### config.mk
export PLATFORM = sky130hd
export DESIGN_NAME = pc_unit
export DESIGN_NICKNAME = d
export VERILOG_FILES = /design/src/rtl/pc_unit.sv
export SDC_FILE = /design/constraint.sdc
export NUM_CORES = 1
export LEC_CHECK = 0
export CORE_ASPECT_RATIO = 0.8
export CORE_UTILIZATION = 60
export CTS_CLUSTER_DIAMETER = 50
export DETAILED_ROUTE_END_ITERATION = 12
export DONT_BUFFER_PORTS = 1
export PLACE_DENSITY = 0.82
export SYNTH_ARGS = -nofsm -noshare
export SYNTH_HDL_FRONTEND = slang
export SYNTH_SLANG_ARGS = --single-unit
export TNS_END_PERCENT = 50
### constraint.sdc
create_clock -name clock -period 2.66 [get_ports clock]
set_clock_uncertainty 0.05 [all_clocks]
set_input_delay 0.399 -clock clock [delete_from_list [all_inputs] [get_ports clock]]
set_output_delay 0.399 -clock clock [all_outputs]
set_load 0.02 [all_outputs]
### src/rtl/pc_unit.sv
// Program counter unit: BOOT/RUN/HALT sequencing, redirect and trap loading, fetch counting.
// Every output comes straight from a register, so no input reaches pc or pc_valid combinationally.
module pc_unit #(
    parameter int                XLEN         = 32,
    parameter logic [XLEN-1:0]   RESET_VECTOR = 32'h01000000,
    parameter int                INC          = 4,
    parameter int                CNT_W        = 16
) (
    input  logic              clock,
    input  logic              reset,
    input  logic              fetch_ready,
    input  logic              redirect,
    input  logic [XLEN-1:0]   redirect_target,
    input  logic              trap_req,
    input  logic [XLEN-1:0]   trap_vector,
    input  logic              halt_req,
    output logic [XLEN-1:0]   pc,
    output logic              pc_valid,
    output logic              halted,
    output logic              misalign_err,
    output logic [XLEN-1:0]   err_addr,
    output logic [CNT_W-1:0]  fetch_count
);

    typedef enum logic [1:0] {
        BOOT = 2'd0,
        RUN  = 2'd1,
        HALT = 2'd2
    } state_t;

    state_t             state_q, state_d;
    logic [XLEN-1:0]    pc_q, pc_d;
    logic               misalign_q, misalign_d;
    logic [XLEN-1:0]    err_addr_q, err_addr_d;
    logic [CNT_W-1:0]   fetch_count_q, fetch_count_d;

    logic               accept;
    logic [XLEN-1:0]    redirect_t;
    logic [XLEN-1:0]    trap_t;

    assign accept     = (state_q == RUN) && fetch_ready;
    assign redirect_t = {redirect_target[XLEN-1:1], 1'b0};
    assign trap_t     = {trap_vector[XLEN-1:2], 2'b00};

    always_comb begin
        state_d       = state_q;
        pc_d          = pc_q;
        misalign_d    = 1'b0;
        err_addr_d    = err_addr_q;
        fetch_count_d = fetch_count_q;

        // Counted even when a higher-priority event overrides the pc update.
        if (accept && (fetch_count_q != {CNT_W{1'b1}})) begin
            fetch_count_d = fetch_count_q + CNT_W'(1);
        end

        unique case (state_q)
            BOOT: begin
                state_d = RUN;
            end
            RUN: begin
                if (trap_req) begin
                    pc_d = trap_t;
                end else if (redirect) begin
                    if (redirect_t[1]) begin
                        err_addr_d = redirect_t;
                        misalign_d = 1'b1;
                        state_d    = HALT;
                    end else begin
                        pc_d = redirect_t;
                    end
                end else if (halt_req) begin
                    state_d = HALT;
                end else if (fetch_ready) begin
                    pc_d = pc_q + XLEN'(INC);
                end
            end
            HALT: begin
                if (trap_req) begin
                    pc_d    = trap_t;
                    state_d = RUN;
                end
            end
            default: begin
                state_d = BOOT;
            end
        endcase
    end

    always_ff @(posedge clock) begin
        if (reset) begin
            state_q       <= BOOT;
            pc_q          <= RESET_VECTOR;
            misalign_q    <= 1'b0;
            err_addr_q    <= '0;
            fetch_count_q <= '0;
        end else begin
            state_q       <= state_d;
            pc_q          <= pc_d;
            misalign_q    <= misalign_d;
            err_addr_q    <= err_addr_d;
            fetch_count_q <= fetch_count_d;
        end
    end

    assign pc           = pc_q;
    assign pc_valid     = (state_q == RUN);
    assign halted       = (state_q == HALT);
    assign misalign_err = misalign_q;
    assign err_addr     = err_addr_q;
    assign fetch_count  = fetch_count_q;

endmodule

Word-level counts from Yosys, hierarchy flattened
Index checks and enable logic that the tools add are counted.
{"block": "totals", "register_bits": 82, "inputBits": 70, "out_inout_bits": 83, "elab_cells": 42}
{"block": "classes", "addsub": 2, "n_eq_ne": 10, "mux": 14, "bitwise": 3, "n_reduce_logical": 8}
{"op": "32-bit two-way mux", "n": 6}
{"op": "32-bit one-hot mux with 2 select lines", "n": 1}
{"op": "32-bit by 3-bit adder with 32-bit output (second input constant)", "n": 1}
{"op": "16-bit by 1-bit adder with 16-bit output (second input constant)", "n": 1}
{"op": "16-bit inequality test (second input constant)", "n": 1}
{"op": "4-bit inequality test (second input constant)", "n": 3}
{"op": "2-bit two-way mux", "n": 5}
{"op": "4-bit AND reduction", "n": 2}
{"op": "3-bit inequality test (second input constant)", "n": 2}
{"op": "2-bit one-hot mux with 3 select lines", "n": 1}
{"op": "5-bit AND reduction", "n": 1}
{"op": "2-bit inequality test (second input constant)", "n": 2}
{"op": "4-bit OR reduction", "n": 1}
{"op": "1-bit NOT", "n": 3}
{"op": "2-bit by 1-bit == test with 1-bit output (second input constant)", "n": 1}
{"op": "2-bit == test (second input constant)", "n": 1}
{"op": "1-bit logical AND", "n": 2}
{"op": "2-bit zero test", "n": 1}
{"op": "2-bit nonzero test", "n": 1}
{"op": "1-bit two-way mux", "n": 1}

Longest topological paths before layout
{"block": "depth", "ltp_word": 6, "depth_mapped": 9, "ltp_nobuf": 7}

Worst setup path after synthesis
No wires, ideal clock.
{"block": "synth_path", "path_kind": "flip-flop to flip-flop", "from": "register state_q[1]", "to": "register pc_q[23], in the netlist pc[23]", "setup_ns": 0.071, "t_arrival_ns": 1.994, "t_required_ns": 2.539, "slack_ns": 0.546, "stages_incl_launch_ff": 9, "path_buffers": 2, "period_less_slack_ns": 2.114, "cell_sequence": "dfxtp_1 inv_1 ha_1 nand2b_1 o311ai_1 buf_2 buf_1 o21ai_0 a21oi_1"}
{"block": "synth_via", "elab_chain_cells": 3, "elab_cells_between_ends": 9, "cone_classes": "eq/ne: 6; mux: 1; reduce/logical: 2"}
{"item": "start, declared", "line_no": "31", "source": "state_t state_q, state_d;"}
{"item": "start signal, assigned", "line_no": "98", "source": "state_q <= state_d;"}
{"item": "2-bit by 1-bit == test with 1-bit output *"}
{"item": "net pc_valid", "line_no": "18", "source": "output logic pc_valid,"}
{"item": "4-bit inequality test (no line) / 2-bit nonzero test (equally long branches)"}
{"item": "5-bit AND reduction (no line)"}
{"item": "end signal, assigned", "line_no": "99", "source": "pc_q <= pc_d;"}
{"item": "end, declared", "line_no": "32", "source": "logic [XLEN-1:0] pc_q, pc_d;"}
Mark *: on every way through the listed nets, which the timed path passes. The rest lies on a longest branch.
A chain may end at the register's enable or synchronous reset.

Worst setup path after layout
{"block": "layout_path", "from": "register state_q[1]", "to": "register pc_q[17], in the netlist pc[17]"}
{"block": "layout_via", "elab_chain_cells": 3, "elab_cells_between_ends": 9, "cone_classes": "eq/ne: 6; mux: 1; reduce/logical: 2"}
{"item": "2-bit by 1-bit == test with 1-bit output / 2-bit == test (equally long branches)", "line_no": "57", "source": "unique case (state_q)"}
{"item": "4-bit inequality test (no line) (tied with other cells)"}
{"item": "5-bit AND reduction (no line)"}
Parallel ways exist; a longest one is shown, timed or not.

==> flow_summary.ini <==
[run_status]
status = finished, final reports clean

[clock_network]
clock_sinks = 80
tritoncts = built
cts_buffers = 9
post-cts-setup-buffers = 0
insertion_delay_ns = 0.36
clockRootBuffer = clkbuf_8
cts_hold_buf = 0
clockBufferDepth = 2
clk_pin_slew_ns = 0.08
htree_levels = 3
post_cts_resized = 0

[layout]
diodes = 0
stdcell_area_sq_mm = 0.00472
post-route-util_pct = 67.9
nets = 658
finalNonFillerCells = 674
area.growth.synth_to_final_pct = 7.95
post_route_cells_drive_above_1_share_pct = 8.35

[drt]
drt_iter0_markers = 355
routedWlPerCell_um = 19.3
num_vias = 4514
postRouteAntennaNets = 0
first_pass_iters = 5
drc = 0
wl_mm = 13.0
avgViaCountPerCell = 6.70

[sta]
max_freq_mhz = 409
finalCritPeriodShare_pct = 91.9
maxSlewViolCount = 0
setup_slack_ns = 0.216
worstMarginPinSlew_ns = 1.04
period_minus_slack_ns = 2.44
finalSetupViolations = 0
max_slew_margin_pct = 30.3
rsz0062_at_grt = false
tns_ns = 0
final_hold_viol_count = 0

[placed_design]
portBuffers = 0
placed_area_sq_mm = 0.00451
dp_cells = 658
place_congestion = 0.885
dp_hpwl_mm = 9.26
dp_worst_setup_slack_ns = 0.310

[synthesis]
yosysMostFrequentCell = nand2_1
ys_seq_elements = 80
synthTopCellsByArea = dfxtp_1, nand2_1, a21oi_1
synth.largest_area_cell = dfxtp_1
syn_area_per_cell_sq_um = 7.41
synthFlopType = dfxtp_1
syn_inst = 591
synth_edf_count = 0
netlist-cell-type-count = 59
synth_top_area_share_pct = 36.6
yosys-top-cells-count = nand2_1, dfxtp_1, a21oi_1
yosys_warnings = 0
yosysSeqAreaShare_pct = 36.6
syn_area_sq_mm = 0.00438
async_flop_share_pct = 0

[floorplanning]
placementRows = 27
ios = 153
coreArea_sq_mm = 0.00696
die-area_sq_mm = 0.00764
dieHeight_um = 78.4
start_util_pct = 62.9
die_w_um = 97.5

[job]
drv_cap = 0

[grt]
grt_max_degree = 85
grt_usage_pct = 33.2
grt_pass1_vias = 4114
grt_antenna_before_repair = 0
overflow = 0
grt_first_pass_wirelength_mm = 20.4

[setup_path]
required_ns = 2.88
crit_arrival_ns = 2.67
crit_path_start_kind = flip-flop
end_kind = flip-flop
critical_path_class = flip-flop to flip-flop
cp_max_fo = 23

[power]
p_leak_uw = 0.00160
power.density_mw_per_mm2 = 928
ir_drop_mv = 0.445

[worst_hold_path]
hp-class = input port to flip-flop
[per-layer routing]
layer / GRT usage, % / part of all wire [%] / vias to the layer above
met3: 9.88 / 13 / 30
met4: 14.7 / 2.5 / 0
met1: 42.8 / 40 / 2090
li1: - / - / 2095
met2: 51.7 / 45 / 299
met5: 0 / 0 / -
[worst max-delay path: stages (launching register included)]
cell	delay, ns
dfxtp_1	0.34
inv_1	0.10
ha_1	0.18
nand2b_1	0.14
o311ai_4	0.94
buf_4	0.31
a21oi_1	0.05
a211oi_1	0.24
[registers in the layout, indices dropped and copies added, names as in the netlist]
signal / cells
pc: 30
fetch_count: 16
misalign_err: 1
err_addr: 31
state_q: 2
[power by group]
part / internal, uW / switching [uW] / total [uW]
logic: 556 / 942 / 1500
registers: 1420 / 473 / 1890
clock network: 555 / 442 / 997
[area by class of cell]
type	instances	area, sq um
multi-input cells	458	2570
well taps	87	109
fillers	639	2230
clock buffers	13	149
clock inverters	3	65.1
inverters	8	30.0
flip-flops and latches	80	1600
repair buffers	25	200
[cells in the final DEF (no fill, tap or decap), drive strengths merged, types with 4 or more instances in the layout]
| cell | Yosys | routed |
|---|---|---|
| o21ai | 26 | 26 |
| xor2 | 15 | 15 |
| or3 | 4 | 4 |
| a2111oi | 6 | 6 |
| and4 | 5 | 5 |
| clkbuf | 32 | 13 |
| a211oi | 14 | 14 |
| buf | 15 | 25 |
| nor4 | 6 | 6 |
| nor2 | 53 | 53 |
| a21oi | 67 | 67 |
| a311oi | 4 | 4 |
| nand2 | 107 | 107 |
| mux2i | 4 | 4 |
| or4 | 4 | 4 |
| nor2b | 4 | 4 |
| dfxtp | 80 | 80 |
| ha | 6 | 6 |
| nor3 | 26 | 26 |
| o211ai | 6 | 6 |
| inv | 7 | 7 |
| nand3 | 23 | 23 |
| nand4 | 20 | 20 |
| xnor2 | 5 | 5 |
| a31oi | 8 | 8 |
[cell families (layout without fill, tap and decap cells)]
family / Yosys count / count (layout) / synth area share, %
flops: 80 / 80 / 36.6
compound gates: 155 / 155 / 22.1
xor+xnor: 20 / 20 / 4.00
other cells: 1 / 3 / 0.0857
buf+inv: 55 / 49 / 5.32
fa+ha+maj: 6 / 6 / 1.72
mux: 5 / 5 / 1.17
simple gates: 269 / 269 / 29.0
[final timing paths]
path	from	to	slack [ns]	cells past startpoint
worst max register to register	state_q[1]	pc[17]	0.22	7
worst min-delay path	reset	state_q[1]	0.05	1
worst max-delay path	state_q[1]	pc[17]	0.22	7
worst min register to register	state_q[1]	state_q[1]	0.45	2
[through the flow]
| stage | hold slack [ns] | power [uW] |
|---|---|---|
| 3_3_place_gp | 0.406 | 3300 |
| 3_5_place_dp | 0.428 | 3370 |
| 5_1_grt | 0.0407 | 4580 |
| 6_report | 0.0526 | 4380 |
| 4_1_cts | 0.0446 | 4340 |
| 2_1_floorplan | 0.403 | 2920 |
Note: power is estimated with default switching activity, not from simulation.
